--- src/rtl/cache_sched_pkg.sv ---
// cache_sched_pkg: shared types and helpers for the cache access scheduler.
//   state_t  - access sequencing states
//   *_DEF    - default address / counter widths
//   sat_inc  - saturating increment (counters up to 32 bits wide)
package cache_sched_pkg;

    localparam int ADDR_W_DEF = 31;
    localparam int CNT_W_DEF  = 31;

    typedef enum logic [2:0] {
        IDLE,
        LOOKUP,
        CHECK,
        MEM,
        FILL,
        RESP
    } state_t;

    // Holds at max_v instead of wrapping; callers zero-extend to 32 bits.
    function automatic logic [31:0] sat_inc(input logic [31:0] v, input logic [31:0] max_v);
        return (v >= max_v) ? max_v : v + 32'd1;
    endfunction

endpackage

--- src/rtl/cache_access_sched_rr_arbiter.sv ---
// rr_arbiter: combinational round-robin pick.
//   req       - request vector
//   ptr       - highest-priority index this round
//   gnt       - one-hot grant (zero when no request)
//   gnt_id    - binary index of the grant
//   any_valid - at least one request present
module rr_arbiter #(
    parameter int NUM_REQ = 4,
    parameter int ID_W    = $clog2(NUM_REQ)
) (
    input  logic [NUM_REQ-1:0] req,
    input  logic [ID_W-1:0]    ptr,
    output logic [NUM_REQ-1:0] gnt,
    output logic [ID_W-1:0]    gnt_id,
    output logic               any_valid
);

    localparam logic [ID_W:0] NR = (ID_W+1)'(NUM_REQ);

    logic [ID_W:0] sum;

    // Walk offsets from the farthest to the nearest so the requester
    // closest to ptr (wrapping) is the last, and therefore winning, write.
    always_comb begin
        gnt       = '0;
        gnt_id    = '0;
        sum       = '0;
        any_valid = |req;
        for (int i = NUM_REQ - 1; i >= 0; i--) begin
            sum = {1'b0, ptr} + (ID_W+1)'(i);
            if (sum >= NR) sum = sum - NR;
            if (req[sum[ID_W-1:0]]) begin
                gnt                  = '0;
                gnt[sum[ID_W-1:0]]   = 1'b1;
                gnt_id               = sum[ID_W-1:0];
            end
        end
    end

endmodule

--- src/rtl/cache_access_sched.sv ---
// cache_access_sched: round-robin sharing of the sector cache lookup port
// between NUM_REQ address-trace requesters. One access is in flight at a
// time: LOOKUP -> CHECK -> (MEM -> FILL on miss) -> RESP.
//
// Ports:
//   clk_41, rst_41        clock / async active-low reset
//   req_valid_41/addr_41  per-requester request, packed addresses
//   req_ready_41          one-hot accept strobe (combinational)
//   resp_*_41             one-cycle response pulse with id and hit flag
//   cache_*_41            lookup strobe, address, hit result, fill strobe
//   mem_*_41              refill request (level), address, ack pulse
//   hits_41, misses_41    saturating global counters
//   req_hits_41           per-requester hit counters, present only when
//                         CACHE_SCHED_PER_REQ_CNT_EN is defined
// CNT_W must not exceed 32.
module cache_access_sched
    import cache_sched_pkg::*;
#(
    parameter int NUM_REQ = 4,
    parameter int ADDR_W  = ADDR_W_DEF,
    parameter int CNT_W   = CNT_W_DEF,
    parameter int ID_W    = $clog2(NUM_REQ)
) (
    input  logic                      clk_41,
    input  logic                      rst_41,
    input  logic [NUM_REQ-1:0]        req_valid_41,
    input  logic [NUM_REQ*ADDR_W-1:0] req_addr_41,
    output logic [NUM_REQ-1:0]        req_ready_41,
    output logic                      resp_valid_41,
    output logic [ID_W-1:0]           resp_id_41,
    output logic                      resp_hit_41,
    output logic                      cache_lookup_41,
    output logic [ADDR_W-1:0]         cache_addr_41,
    input  logic                      cache_hit_41,
    output logic                      cache_fill_41,
    output logic                      mem_req_41,
    output logic [ADDR_W-1:0]         mem_addr_41,
    input  logic                      mem_ack_41,
    output logic [CNT_W-1:0]          hits_41,
    output logic [CNT_W-1:0]          misses_41
`ifdef CACHE_SCHED_PER_REQ_CNT_EN
    ,
    output logic [NUM_REQ*CNT_W-1:0]  req_hits_41
`endif
);

    localparam logic [31:0] CNT_MAX = 32'((64'd1 << CNT_W) - 64'd1);

    state_t                          state;
    logic [ID_W-1:0]                 rr_ptr;
    logic [ADDR_W-1:0]               lat_addr;
    logic [ID_W-1:0]                 lat_id;
    logic [NUM_REQ-1:0]              gnt;
    logic [ID_W-1:0]                 gnt_id;
    logic                            any_valid;
    logic [NUM_REQ-1:0][ADDR_W-1:0]  addr_v;

    assign addr_v = req_addr_41;

    rr_arbiter #(.NUM_REQ(NUM_REQ), .ID_W(ID_W)) u_arb (
        .req       (req_valid_41),
        .ptr       (rr_ptr),
        .gnt       (gnt),
        .gnt_id    (gnt_id),
        .any_valid (any_valid)
    );

    // Accept is the only combinational output so a requester sees its grant
    // in the same cycle its address is captured.
    assign req_ready_41 = (state == IDLE) ? gnt : '0;

    always_ff @(posedge clk_41 or negedge rst_41) begin
        if (!rst_41) begin
            state           <= IDLE;
            rr_ptr          <= '0;
            lat_addr        <= '0;
            lat_id          <= '0;
            cache_lookup_41 <= 1'b0;
            cache_addr_41   <= '0;
            cache_fill_41   <= 1'b0;
            mem_req_41      <= 1'b0;
            mem_addr_41     <= '0;
            resp_valid_41   <= 1'b0;
            resp_id_41      <= '0;
            resp_hit_41     <= 1'b0;
            hits_41         <= '0;
            misses_41       <= '0;
        end else begin
            // strobes default low; each is raised for the one state it marks
            cache_lookup_41 <= 1'b0;
            cache_fill_41   <= 1'b0;
            resp_valid_41   <= 1'b0;
            case (state)
                IDLE: begin
                    if (any_valid) begin
                        lat_addr        <= addr_v[gnt_id];
                        lat_id          <= gnt_id;
                        rr_ptr          <= (gnt_id == ID_W'(NUM_REQ - 1)) ? '0 : gnt_id + 1'b1;
                        cache_lookup_41 <= 1'b1;
                        cache_addr_41   <= addr_v[gnt_id];
                        state           <= LOOKUP;
                    end
                end
                LOOKUP: state <= CHECK;
                CHECK: begin
                    if (cache_hit_41) begin
                        hits_41       <= CNT_W'(sat_inc(32'(hits_41), CNT_MAX));
                        resp_valid_41 <= 1'b1;
                        resp_id_41    <= lat_id;
                        resp_hit_41   <= 1'b1;
                        state         <= RESP;
                    end else begin
                        misses_41     <= CNT_W'(sat_inc(32'(misses_41), CNT_MAX));
                        mem_req_41    <= 1'b1;
                        mem_addr_41   <= lat_addr;
                        state         <= MEM;
                    end
                end
                MEM: begin
                    if (mem_ack_41) begin
                        mem_req_41    <= 1'b0;
                        cache_fill_41 <= 1'b1;
                        cache_addr_41 <= lat_addr;
                        state         <= FILL;
                    end
                end
                FILL: begin
                    resp_valid_41 <= 1'b1;
                    resp_id_41    <= lat_id;
                    resp_hit_41   <= 1'b0;
                    state         <= RESP;
                end
                RESP:    state <= IDLE;
                default: state <= IDLE;
            endcase
        end
    end

`ifdef CACHE_SCHED_PER_REQ_CNT_EN
    logic [NUM_REQ-1:0][CNT_W-1:0] req_hits;

    always_ff @(posedge clk_41 or negedge rst_41) begin
        if (!rst_41)
            req_hits <= '0;
        else if (state == CHECK && cache_hit_41)
            req_hits[lat_id] <= CNT_W'(sat_inc(32'(req_hits[lat_id]), CNT_MAX));
    end

    assign req_hits_41 = req_hits;
`else
    // only the global hit/miss counters are kept in this build
`endif

endmodule

--- config.mk ---
export PLATFORM = sky130hd
export DESIGN_NAME = cache_access_sched
export DESIGN_NICKNAME = d
export VERILOG_FILES = /design/src/rtl/cache_sched_pkg.sv /design/src/rtl/cache_access_sched_rr_arbiter.sv /design/src/rtl/cache_access_sched.sv
export SDC_FILE = /design/constraint.sdc
export NUM_CORES = 1
export LEC_CHECK = 0
export ABC_AREA = 1
export CORE_MARGIN = 3
export CORE_UTILIZATION = 55
export CTS_BUF_LIST = sky130_fd_sc_hd__clkbuf_4 sky130_fd_sc_hd__clkbuf_8
export CTS_CLUSTER_DIAMETER = 80
export CTS_CLUSTER_SIZE = 8
export DETAILED_ROUTE_END_ITERATION = 10
export PLACE_DENSITY_LB_ADDON = 0.08
export REMOVE_ABC_BUFFERS = 1
export SLEW_MARGIN = 5
export SYNTH_ARGS = -nofsm -noshare
export SYNTH_HDL_FRONTEND = slang
export SYNTH_SLANG_ARGS = --single-unit
--- constraint.sdc ---
create_clock -name clk_41 -period 4.2 [get_ports clk_41]
set_clock_uncertainty 0.15 [all_clocks]
set_input_delay 1.26 -clock clk_41 [delete_from_list [all_inputs] [get_ports clk_41]]
set_output_delay 1.26 -clock clk_41 [all_outputs]
set_load 0.01 [all_outputs]
==> results of run 1 <==
-- synth_stat cells (10+ instances only) --
cell type / instances / share of area
nand2_1: 409 / 0.15
inv_1: 199 / 0.073
dfrtp_1: 169 / 0.42
nand3_1: 157 / 0.077
o21ai_0: 60 / 0.030
nor2_1: 43 / 0.016
nand3_2: 41 / 0.040
a21oi_1: 39 / 0.019
nand3b_1: 33 / 0.024
o21ai_1: 31 / 0.015
clkbuf_1: 25 / 0.0092
nand4_1: 24 / 0.015
nor3_1: 21 / 0.010
buf_2: 18 / 0.0089
xor2_1: 15 / 0.013
ha_1: 11 / 0.014
or2_2: 10 / 0.0061
-- metrics by stage --
step / power [W] / instance area [um2] / TNS (ns) / hold slack, ns / utilization
floorplan: 0.00616 / 9850 / -0.968 / 0.292 / -
global placement: 0.00835 / 13000 / -1.79 / 0.314 / 0.721
detailed placement: 0.00850 / 13000 / -2.02 / 0.318 / 0.721
CTS: 0.00978 / 13500 / 0 / 0.343 / 0.747
global route: 0.0107 / 13500 / 0 / 0.366 / 0.748
finish: 0.00984 / 13500 / 0 / 0.341 / 0.748
-- repair_timing --
action | in CTS | in global routing
pin swaps | 7 | 1
endpoints found under the setup margin | 4 | 2
gates cloned | 1 | 1
buffers inserted | 9 | 0
gates resized for setup | 34 | 0
-- how the worst min path moves through the flow --
stage | startpoint | to | slack, ns | depth (start not counted)
after floorplan | lat_id[1]$_DFFE_PN0P_ | resp_id_41[1]$_DFFE_PN0P_ | 0.29 | 2
after global placement | cache_addr_41[5]$_DFFE_PN0P_ | cache_addr_41[5]$_DFFE_PN0P_ | 0.31 | 2
after detailed placement | cache_addr_41[10]$_DFFE_PN0P_ | cache_addr_41[10]$_DFFE_PN0P_ | 0.32 | 2
after CTS | cache_addr_41[25]$_DFFE_PN0P_ | cache_addr_41[25]$_DFFE_PN0P_ | 0.34 | 2
after global routing | cache_addr_41[14]$_DFFE_PN0P_ | cache_addr_41[14]$_DFFE_PN0P_ | 0.37 | 2
final | cache_addr_41[24]$_DFFE_PN0P_ | cache_addr_41[24]$_DFFE_PN0P_ | 0.34 | 2
-- worst reg2reg max path: cells and delay by family, from the launching register on --
kind | cells | cell delay, ns
buffers and inverters | 11 | 1.37
and+or+nand+nor | 11 | 1.49
DFF | 1 | 0.53
-- sequential cells by signal, summed over array words and instances (netlist names) --
| signal | count |
|---|---|
| lat_addr | 31 |
| hits_41 | 31 |
| resp_valid_41 | 1 |
| resp_hit_41 | 1 |
| cache_lookup_41 | 1 |
| mem_req_41 | 1 |
| misses_41 | 31 |
| cache_addr_41 | 31 |
| state | 3 |
| rr_ptr | 2 |
| mem_addr_41 | 31 |
| lat_id | 2 |
| cache_fill_41 | 1 |
| resp_id_41 | 2 |
-- per-layer routing --
metal / vias up / wire length, um / GRT usage
met3: 50 / 2380 / 0.0817
li1: 4946 / - / -
met2: 383 / 14500 / 0.497
met1: 4656 / 11600 / 0.350
met4: 2 / 827 / 0.101
met5: - / 13 / 0
-- cells by family (layout without fill, tap and decap cells) --
group | Yosys count | after routing | share of synthesized area
adders and majority gates | 11 | 11 | 0.0135
xor gates and xnor gates | 24 | 24 | 0.0207
other | 0 | 1 | 0
and+or+nand+nor | 771 | 772 | 0.365
DFF | 169 | 169 | 0.416
AOI/OAI and AO/OA | 145 | 145 | 0.0759
buffers and inverters | 267 | 539 | 0.110
-- cell usage in the layout (no fill, tap or decap), types with 27 or more instances in the layout --
cell             Yosys  routed
nand2_1            409     405
clkdlybuf4s50_1      0     257
inv_1              199     196
dfrtp_1            169     169
nand3_1            157     155
o21ai_0             60      59
nand3_2             41      43
nor2_1              43      42
a21oi_1             39      39
nand3b_1            33      33
o21ai_1             31      31
buf_4                6      27
-- cell type report --
type,count,area [um2]
clock inverters,13,135
inverters,209,787
flip-flops and latches,169,4230
repair buffers,298,2940
clock buffers,18,248
diodes,1,2.50
multi-input cells,952,4890
fillers,1446,4560
repair inverters,1,7.51
well taps,229,287
-- power by group --
group / switching (W) / internal [W]
clock network: 0.000649 / 0.000500
logic: 0.00374 / 0.00241
registers: 0.000340 / 0.00221
==> impl_metrics.toml, run 1 <==
[run_status]
outcome = "finished clean"

[critical_path]
r2r_end = "cache_addr_41[25]$_DFFE_PN0P_"
r2r_slack_ns = 0.62
startpoint_type = "primary input"
crit_type = "in -> out"
path_delay_family = "buffers and inverters"
r2r_cells = 22
critical_path_required_ns = 2.79
critical_path_buf_inv_count = 4
worstSetupEndpoint = "req_ready_41[2]"
crit_arrival_ns = 2.58
slowest_stage = "dlygate4sd2_1"
cp-end-kind = "primary output"
crit_start = "req_valid_41[2]"
cp_max_fo = 5
cp.depth = 10
timing.rr.start = "rr_ptr[1]$_DFFE_PN0P_"
slowest_delay_ns = 0.24
path_cells = "dlygate4sd2_1, inv_1, nand2_1, nand3_2, nand2_4, inv_2, o211ai_1, a21oi_1, a211oi_1, buf_2"

[logic_synthesis]
synth_edf_count = 0
seq_area_frac_synth = 0.416
ys_seq_elements = 169
synthCells = 1387
synthFlopType = "dfrtp_1"
synth_async_sr_flop_share = 1.00
syn_avg_cell_area_um2 = 7.34
ys_types = 45
ys_warn_count = 0
synthesis.area_um2 = 10200

[place]
gp_congestion = 0.914
hpwl_mm = 20.9
dp_cells = 1847
io_buffers = 266
dp_slack_ns = -0.535

[power_and_ir_drop]
power_density_nw_per_um2 = 728
ir_drop_mv = 0.460
leakage_nw = 6.70

[cts]
clk_pin_slew_worst_paths_ns = 0.10
clock_path_buffers = 2
clockRootBuffer = "clkbuf_8"
htreeDepth = 4
cts_tree = "yes"
post_cts_hold_buffer_count = 0
cts_buffers = 17
clk_latency_ns = 0.47
cts_sinks = 169

[sta]
slew_headroom = 0.345
setup_viol = 0
min_period_ns = 3.99
max_slew.worst_pin.slew_ns = 0.980
setup_ws_ns = 0.207
fmax_ghz = 0.250
final_max_slew_viol_count = 0
finalHoldViolCount = 0
finalCritPeriodShare = 0.951
rsz0062_at_grt = "false"

[routing]
drt_pass1_iterations = 6
ant_nets = 0
vias_per_cell = 5.31
drc_errors = 0
drt-total-wl_mm = 29.3
drtIter0Drc = 623
wire_per_inst_um = 15.5
via_count = 10037

[floorplanning]
core_area_um2 = 18100
die_height_um = 142
dieWidth_um = 142
initial_utilization = 0.563
io_pins = 267
die-area_um2 = 20200
rows = 49

[final_layout]
final_cells = 1890
area_growth_pct = 32.9
fin_nets = 1791
final_layout_size_suffix_gt1_frac = 0.0964

[grt]
grt_start_max_net_pins = 81
grt_use_total = 0.290
grt_overflow_total = 0
antenna_found_initial = 1
grt_pass1_wl_mm = 47.5
grt_pass1_vias = 9704

[min_path]
hold_path_class = "reg -> reg"

[job]
drv_cap = 0
Note: power is estimated with default switching activity, not from simulation.
==> inputs of run 2 (changes only) <==
--- a/config.mk
+++ b/config.mk
@@ -6,8 +6,10 @@
 export NUM_CORES = 1
 export LEC_CHECK = 0
 export ABC_AREA = 1
+export CELL_PAD_IN_SITES_DETAIL_PLACEMENT = 0
+export CELL_PAD_IN_SITES_GLOBAL_PLACEMENT = 2
 export CORE_MARGIN = 3
-export CORE_UTILIZATION = 55
+export CORE_UTILIZATION = 30
 export CTS_BUF_LIST = sky130_fd_sc_hd__clkbuf_4 sky130_fd_sc_hd__clkbuf_8
 export CTS_CLUSTER_DIAMETER = 80
 export CTS_CLUSTER_SIZE = 8
==> run 2 against run 1 <==
Net effect:
- register-to-register slack better by 0.64 ns
- sequential power about the same
- final cell count rose by 11%
- critical path depth unchanged
- clock power rose by 14%
- non-clock buffer count is 1 higher
- worst hold slack lost 0.0093 ns
- combinational power grew 1%
- setup slack better by 0.053 ns
- sequential share of layout area fell by 0.80 points
- critical endpoint is now req_ready_41[3]
- largest power group unchanged
==> impl_metrics.toml, run 2 (synthesis results as in run 1) <==
[power_and_ir_drop]
finalPower_w = 0.0100
power_density_nw_per_um2 = 723
leakage_nw = 6.77
clockPowerShare = 0.130
combinationalPowerShare = 0.619
ir_drop_mv = 0.504
swShare = 0.477
power_frac_seq = 0.251
internal_power_w = 0.00525
switchingPower_w = 0.00479

[critical_path]
startpoint_type = "primary input"
crit_type = "in -> out"
crit_arrival_ns = 2.53
critical_path_required_ns = 2.79
cp_max_fo = 4
cp-end-kind = "primary output"

[routing]
drtIter0Drc = 410
vias_per_cell = 4.61
via_count = 9705
drt-total-wl_mm = 33.9
wire_per_inst_um = 16.1
drc_errors = 0
drt_pass1_iterations = 5
ant_nets = 0

[floorplanning]
rows = 66
initial_utilization = 0.309
die_height_um = 190
die-area_um2 = 36200
io_pins = 267
dieWidth_um = 190
core_area_um2 = 32900

[grt]
antenna_found_initial = 4
grt_pass1_vias = 9575
grt_use_total = 0.189
grt_start_max_net_pins = 69
grt_overflow_total = 0
grt_pass1_wl_mm = 53.8

[place]
io_buffers = 266
dp_cells = 2068
gp_congestion = 0.805
hpwl_mm = 24.8

[sta]
min_period_ns = 3.94
slew_headroom = 0.489
finalHoldViolCount = 0
rsz0062_at_grt = "false"
max_slew.worst_pin.slew_ns = 0.767
finalCritPeriodShare = 0.938
final_max_slew_viol_count = 0
fmax_ghz = 0.254
setup_viol = 0

[final_layout]
final_cells = 2105
post-route-util = 0.421
area_growth_pct = 36.4
final_layout_size_suffix_gt1_frac = 0.0969
mostFrequentLayoutCells = "404 x nand2_1, 257 x clkdlybuf4s50_1, 197 x inv_1"
fin_nets = 1791
layout_commonest_cell = "nand2_1"

[run_status]
outcome = "finished clean"

[cts]
clockRootBuffer = "clkbuf_8"
cts_tree = "yes"
htreeDepth = 4
clk_pin_slew_worst_paths_ns = 0.08
clk_latency_ns = 0.48
cts_buffers = 17
clock_path_buffers = 2
cts_sinks = 169

[min_path]
hold_path_class = "reg -> reg"

[job]
drv_cap = 0
[run 2: repair_timing]
| item | 4_1_cts | 5_1_grt |
|---|---|---|
| endpoints found under the setup margin | 4 | 4 |
| gates cloned | 0 | 1 |
| setup buffers | 0 | 2 |
| hold buffers | 0 | 0 |
| gates resized for setup | 18 | 17 |
| pin swaps | 2 | 4 |
[run 2: area by class of cell]
cell class | instances | area (um2)
clock buffer | 18 | 248
timing repair buffer | 299 | 2980
clock inverter | 14 | 184
multi-input combinational | 951 | 4890
sequential | 169 | 4230
fill | 3409 | 19100
inverter | 209 | 787
antenna | 2 | 5.00
tap | 442 | 553
timing repair inverter | 1 | 7.51
[run 2: metal layers]
metal / routed length (um) / track usage
met1: 15100 / 0.239
met2: 15800 / 0.308
met5: 53 / 0
met4: 626 / 0.0579
met3: 2370 / 0.0623
[run 2: worst paths after layout]
check | slack [ns] | depth (start not counted) | endpoint | start
max reg2reg | 1.26 | 14 | rr_ptr[1]$_DFFE_PN0P_ | rr_ptr[1]$_DFFE_PN0P_
min in group asynchronous | 0.63 | 1 | misses_41[6]$_DFFE_PN0N_ | rst_41
min reg2reg | 0.33 | 2 | cache_addr_41[21]$_DFFE_PN0P_ | cache_addr_41[21]$_DFFE_PN0P_
min | 0.33 | 2 | cache_addr_41[21]$_DFFE_PN0P_ | cache_addr_41[21]$_DFFE_PN0P_
max in group asynchronous | 2.45 | 2 | cache_addr_41[8]$_DFFE_PN0P_ | rst_41
max | 0.26 | 10 | req_ready_41[3] | req_valid_41[2]
[run 2: power groups by stage]
stage               combinational, W  sequential [W]  clock (W)
floorplan                    0.00348         0.00268          0
global placement             0.00627         0.00254          0
detailed placement           0.00630         0.00255          0
CTS                          0.00630         0.00252    0.00136
global route                 0.00706         0.00259    0.00144
finish                       0.00622         0.00252    0.00131
[run 2: critical path, stage by stage]
cell and delay, ns:
dlymetal6s2s_1 0.14, inv_1 0.07, nand2_1 0.09, nand3_2 0.09
nand2_4 0.09, clkinvlp_4 0.11, o211ai_1 0.20, a21oi_1 0.09
a211oi_1 0.21, buf_2 0.17
[run 2: metrics by stage]
| stage | hold slack [ns] | area, um2 | setup WS, ns | setup TNS [ns] |
|---|---|---|---|---|
| 6_report | 0.332 | 13900 | 0.260 | 0 |
| 5_1_grt | 0.352 | 13900 | 0.118 | 0 |
| 4_1_cts | 0.338 | 13800 | -0.0617 | -0.0617 |
| 3_5_place_dp | 0.314 | 13400 | -0.496 | -1.89 |
| 3_3_place_gp | 0.312 | 13400 | -0.443 | -1.74 |
| 2_1_floorplan | 0.292 | 9850 | -0.231 | -0.968 |
